==> config.mk <==
export PLATFORM = sky130hd
export DESIGN_NAME = mem_port_arbiter
export DESIGN_NICKNAME = d
export VERILOG_FILES = /design/src/rtl/mem_port_arbiter.sv
export SDC_FILE = /design/constraint.sdc
export NUM_CORES = 1
export LEC_CHECK = 0
export BUFFER_PORTS_ARGS = -buffer_cell sky130_fd_sc_hd__buf_2
export CORE_ASPECT_RATIO = 1.5
export CORE_MARGIN = 2
export CORE_UTILIZATION = 45
export DETAILED_ROUTE_END_ITERATION = 10
export PLACE_DENSITY = 0.82
export SETUP_SLACK_MARGIN = 0.5
export SLEW_MARGIN = 20
export SYNTH_ARGS = -nofsm -noshare
export SYNTH_HDL_FRONTEND = slang
export SYNTH_SLANG_ARGS = --single-unit
==> constraint.sdc <==
create_clock -name Clk -period 7.62 [get_ports Clk]
set_input_delay 0 -clock Clk [delete_from_list [all_inputs] [get_ports Clk]]
set_output_delay 0 -clock Clk [all_outputs]
set_load 0.02 [all_outputs]
==> src/rtl/mem_port_arbiter.sv <==
// Two-port arbiter in front of the single-port Memoria: CPU on port 0, loader/debug DMA on port 1.
// Serialises accesses over a fixed read latency and returns a one-cycle registered ack per transaction.
module mem_port_arbiter #(
    parameter int ADDR_W  = 32,
    parameter int DATA_W  = 32,
    parameter int MEM_LAT = 1
) (
    input  logic              Clk,
    input  logic              Reset,
    input  logic              cpu_req,
    input  logic              cpu_wr,
    input  logic [ADDR_W-1:0] cpu_addr,
    input  logic [DATA_W-1:0] cpu_wdata,
    output logic              cpu_ack,
    output logic [DATA_W-1:0] cpu_rdata,
    output logic              cpu_stall,
    input  logic              ldr_req,
    input  logic              ldr_wr,
    input  logic [ADDR_W-1:0] ldr_addr,
    input  logic [DATA_W-1:0] ldr_wdata,
    input  logic              ldr_lock,
    output logic              ldr_ack,
    output logic [DATA_W-1:0] ldr_rdata,
    output logic [ADDR_W-1:0] mem_addr,
    output logic              mem_wr,
    output logic [DATA_W-1:0] mem_wdata,
    input  logic [DATA_W-1:0] mem_rdata,
    output logic              grant,
    output logic              busy
);
    typedef enum logic [1:0] {IDLE, ACCESS, RESP} state_t;

    localparam logic [2:0] CNT_INIT = 3'(MEM_LAT);

    state_t     state, state_nxt;
    logic [2:0] cnt;
    logic       last_grant;
    logic       any_req;
    logic       pick_ldr;

    assign any_req = cpu_req | ldr_req;
    // Lock wins outright; on a tie the port that was not served last goes next.
    assign pick_ldr  = ldr_req & (ldr_lock | ~cpu_req | ~last_grant);
    assign cpu_stall = cpu_req & ~cpu_ack;
    assign busy      = (state != IDLE);

    always_ff @(posedge Clk or posedge Reset) begin
        if (Reset) state <= IDLE;
        else       state <= state_nxt;
    end

    always_comb begin
        state_nxt = state;
        case (state)
            IDLE:    if (any_req) state_nxt = ACCESS;
            ACCESS:  if (cnt == 3'd1) state_nxt = RESP;
            RESP:    state_nxt = IDLE;
            default: state_nxt = IDLE;
        endcase
    end

    always_ff @(posedge Clk or posedge Reset) begin
        if (Reset) begin
            mem_addr   <= '0;
            mem_wr     <= 1'b0;
            mem_wdata  <= '0;
            grant      <= 1'b0;
            last_grant <= 1'b1;
            cnt        <= '0;
            cpu_ack    <= 1'b0;
            ldr_ack    <= 1'b0;
            cpu_rdata  <= '0;
            ldr_rdata  <= '0;
        end else begin
            cpu_ack <= 1'b0;
            ldr_ack <= 1'b0;
            case (state)
                IDLE: begin
                    if (any_req) begin
                        grant     <= pick_ldr;
                        mem_addr  <= pick_ldr ? ldr_addr  : cpu_addr;
                        mem_wdata <= pick_ldr ? ldr_wdata : cpu_wdata;
                        mem_wr    <= pick_ldr ? ldr_wr    : cpu_wr;
                        cnt       <= CNT_INIT;
                    end else begin
                        mem_wr <= 1'b0;
                    end
                end
                ACCESS: begin
                    cnt <= cnt - 3'd1;
                    if (cnt == 3'd1) begin
                        // mem_wr still carries the transaction direction on this last ACCESS cycle
                        mem_wr <= 1'b0;
                        if (grant) ldr_ack <= 1'b1;
                        else       cpu_ack <= 1'b1;
                        if (!mem_wr) begin
                            if (grant) ldr_rdata <= mem_rdata;
                            else       cpu_rdata <= mem_rdata;
                        end
                    end
                end
                RESP:    last_grant <= grant;
                default: ;
            endcase
        end
    end
endmodule

==> key figures <==
Clock tree
  • CTS root buf: clkbuf_16
  • Htree depth: 4
  • TritonCTS clock tree: done
  • Skew-Pair Late Insertion Delay: 0.41 ns
  • Reg clk slew, reported paths: 0.07 ns
  • Longest Clk Path Bufs: 2
  • CTS Buf Count: 17
  • # clock sinks: 138

Hold path
  • Hold WC Path Type: in2async

Synth
  • Synth Flop Type: dfrtp_1
  • Seq/Total Area, Yosys: 0.560
  • Netlist Area Pre-Place: 6170 um^2
  • Largest cells by area after synthesis: dfrtp_1 56%, mux2_4 7.3%, a31oi_1 6.5%
  • Yosys warnings: 0
  • Yosys reg bits: 138
  • Post-synth EDFFs: 0
  • Mapped Cells: 554
  • Synth cell count leaders: 137 x dfrtp_1, 65 x a21oi_1, 65 x o21ai_0
  • Cell with the most instances after synthesis: dfrtp_1
  • Syn Nets: 723
  • Post-synth top area cell: dfrtp_1
  • Synth top area share: 0.556
  • Yosys cell types: 34
  • Asr flop ratio synth: 1.00
  • Synth Area per Inst: 11.1 um^2

Timing
  • RSZ-0062 raised after global routing: no
  • Maximum clock frequency: 305 MHz
  • Tcrit/Tclk final: 0.431
  • Post-layout min period: 3.28 ns
  • Clock skew: 0.0105 ns
  • Slew Limit Fails: 0
  • Final Hold Fails: 0
  • Slew HR: 0.269
  • Final setup TNS: 0 ns
  • Worst slew pin tran: 1.10 ns
  • Setup-failing EPs final: 0

Drt
  • Post-route ant nets: 0
  • Vias per cell: 5.79
  • DRT Pass-1 Iters: 5
  • First-iteration detailed-routing DRC count: 541
  • Vias post-DR: 6745
  • # DRC: 0
  • Total length of routed wires: 23.2 mm
  • Wire per inst: 19.9 um

Die
  • Die Span X: 99.6 um
  • Core area: 13500 um^2
  • Die footprint: 14700 um^2
  • Starting Density: 0.458
  • I/O Pins: 301
  • Row Count: 52
  • Die H: 147 um

Setup path
  • Worst setup path endpoint: mem_wdata[29]
  • Crit path launch: state[0]
  • FF-to-FF path depth: 7
  • Worst EP required: 7.91 ns
  • Startpoint types: flop
  • Critical R2R Launch: state[0]
  • Reg-to-reg endpoint: mem_wdata[29]
  • Critical Path Fanout Max: 68
  • CP arrival: 3.57 ns
  • WS Path Type: reg2reg
  • Nature of the critical path endpoint: flop
  • Reg2reg setup slack: 4.34 ns

Power and ir drop
  • Leak: 4.63 nW
  • Peak supply drop: 0.000227 V
  • Overall power: 4.39 mW
  • PwrDens: 443 nW/um^2

Flow run
  • Max Cap Viol: 0

Finish
  • Layout cells sized above 1: 0.411
  • Syn-to-layout area delta: 60.5%
  • Nets: 1158
  • Antenna diode count: 0

Global route
  • Wire length of the first global-routing pass: 35.8 mm
  • Initial antenna violation count: 1
  • Vias in the first global route: 6923
  • Total gr overflow: 0
  • Largest net degree at the start of global routing: 85
  • Gr usage total: 0.310

Place
  • Post-DP HPWL: 12.2 mm
  • Number of port buffers: 300
  • GP Congestion: 0.810

Run status
  • Status: finished clean
kinds of logic (layout without fill, tap and decap cells):
| logic type | after synthesis | count (layout) | share of synthesized area |
|---|---|---|---|
| simple gates | 86 | 86 | 0.0740 |
| fa+ha+maj | 2 | 2 | 0.00406 |
| xor+xnor | 1 | 1 | 0.00142 |
| mux | 65 | 65 | 0.137 |
| compound gates | 200 | 200 | 0.178 |
| flops | 138 | 138 | 0.560 |
| buf+inv | 62 | 510 | 0.0458 |
critical path, stage by stage, from the launching register on:
cell and delay, ns:
dfrtp_1 0.46, nor2_4 0.13, buf_4 0.62, inv_1 0.27, nor2_4 0.18, buf_4 0.57, a31oi_1 0.25, dlygate4sd3_1 0.65
layout make-up:
| class | count | area (um^2) |
|---|---|---|
| sequential | 138 | 3450 |
| fill | 885 | 3570 |
| multi-input combinational | 354 | 2460 |
| clock inverter | 13 | 120 |
| timing repair buffer | 471 | 3200 |
| tap | 162 | 203 |
| clock buffer | 19 | 433 |
| inverter | 7 | 31.3 |
worst min path at each step:
stage / start / end / slack, ns / cells past startpoint
final: Reset / mem_wdata[13] / 0.19 / 3
after global placement: Reset / mem_wdata[13] / 0.07 / 2
after CTS: Reset / mem_wdata[27] / 0.18 / 3
after global routing: Reset / mem_wdata[13] / 0.22 / 3
after detailed placement: Reset / mem_wdata[13] / 0.08 / 2
after floorplan: mem_rdata[0] / ldr_rdata[0] / 0.15 / 1
placed cells by master, fill, tap and decap left out, types with 17 or more instances in the layout:
master	Yosys	layout
o21ai_0	65	65
dfrtp_1	137	137
mux2_4	30	30
buf_2	13	300
a21oi_1	65	65
dlygate4sd3_1	0	164
a31oi_1	64	64
clkbuf_16	0	17
nand3_1	64	64
mux2_2	35	35
metrics by stage:
stage	area, um^2	std cells	util	hold slack [ns]	worst slack (ns)
after floorplan	6170	554	-	0.149	3.93
after CTS	9890	1164	0.734	0.177	4.51
after global routing	9900	1164	0.735	0.221	4.30
final	9900	1164	0.735	0.189	4.34
after detailed placement	7700	968	0.571	0.0765	5.00
after global placement	7700	968	0.571	0.0727	5.10
routing by layer:
layer,wire [um],GRT usage,share of wire
met4,1130,0.179,0.049
met2,11400,0.512,0.49
met5,13,0,0.00056
met1,8220,0.364,0.35
met3,2380,0.0766,0.10
sequential cells by signal, summed over array words and instances (netlist names):
| signal | flops |
|---|---|
| ldr_rdata | 32 |
| mem_addr | 32 |
| cpu_ack | 1 |
| ldr_ack | 1 |
| grant | 1 |
| mem_wr | 1 |
| cpu_rdata | 32 |
| last_grant | 1 |
| state | 2 |
| cnt | 3 |
| mem_wdata | 32 |
timing repair:
action                    in CTS  in global routing
hold endpoints to repair     184                  0
buffers inserted               0                  0
hold buffers                 164                  0
resized for setup              0                  0
power breakdown:
part	leakage (nW)	internal, mW	switching, mW
Clock	0.264	0.451	0.327
Combinational	2.77	1.03	1.23
Sequential	1.60	1.11	0.238
No activity file was read; power rests on OpenSTA's default activity.
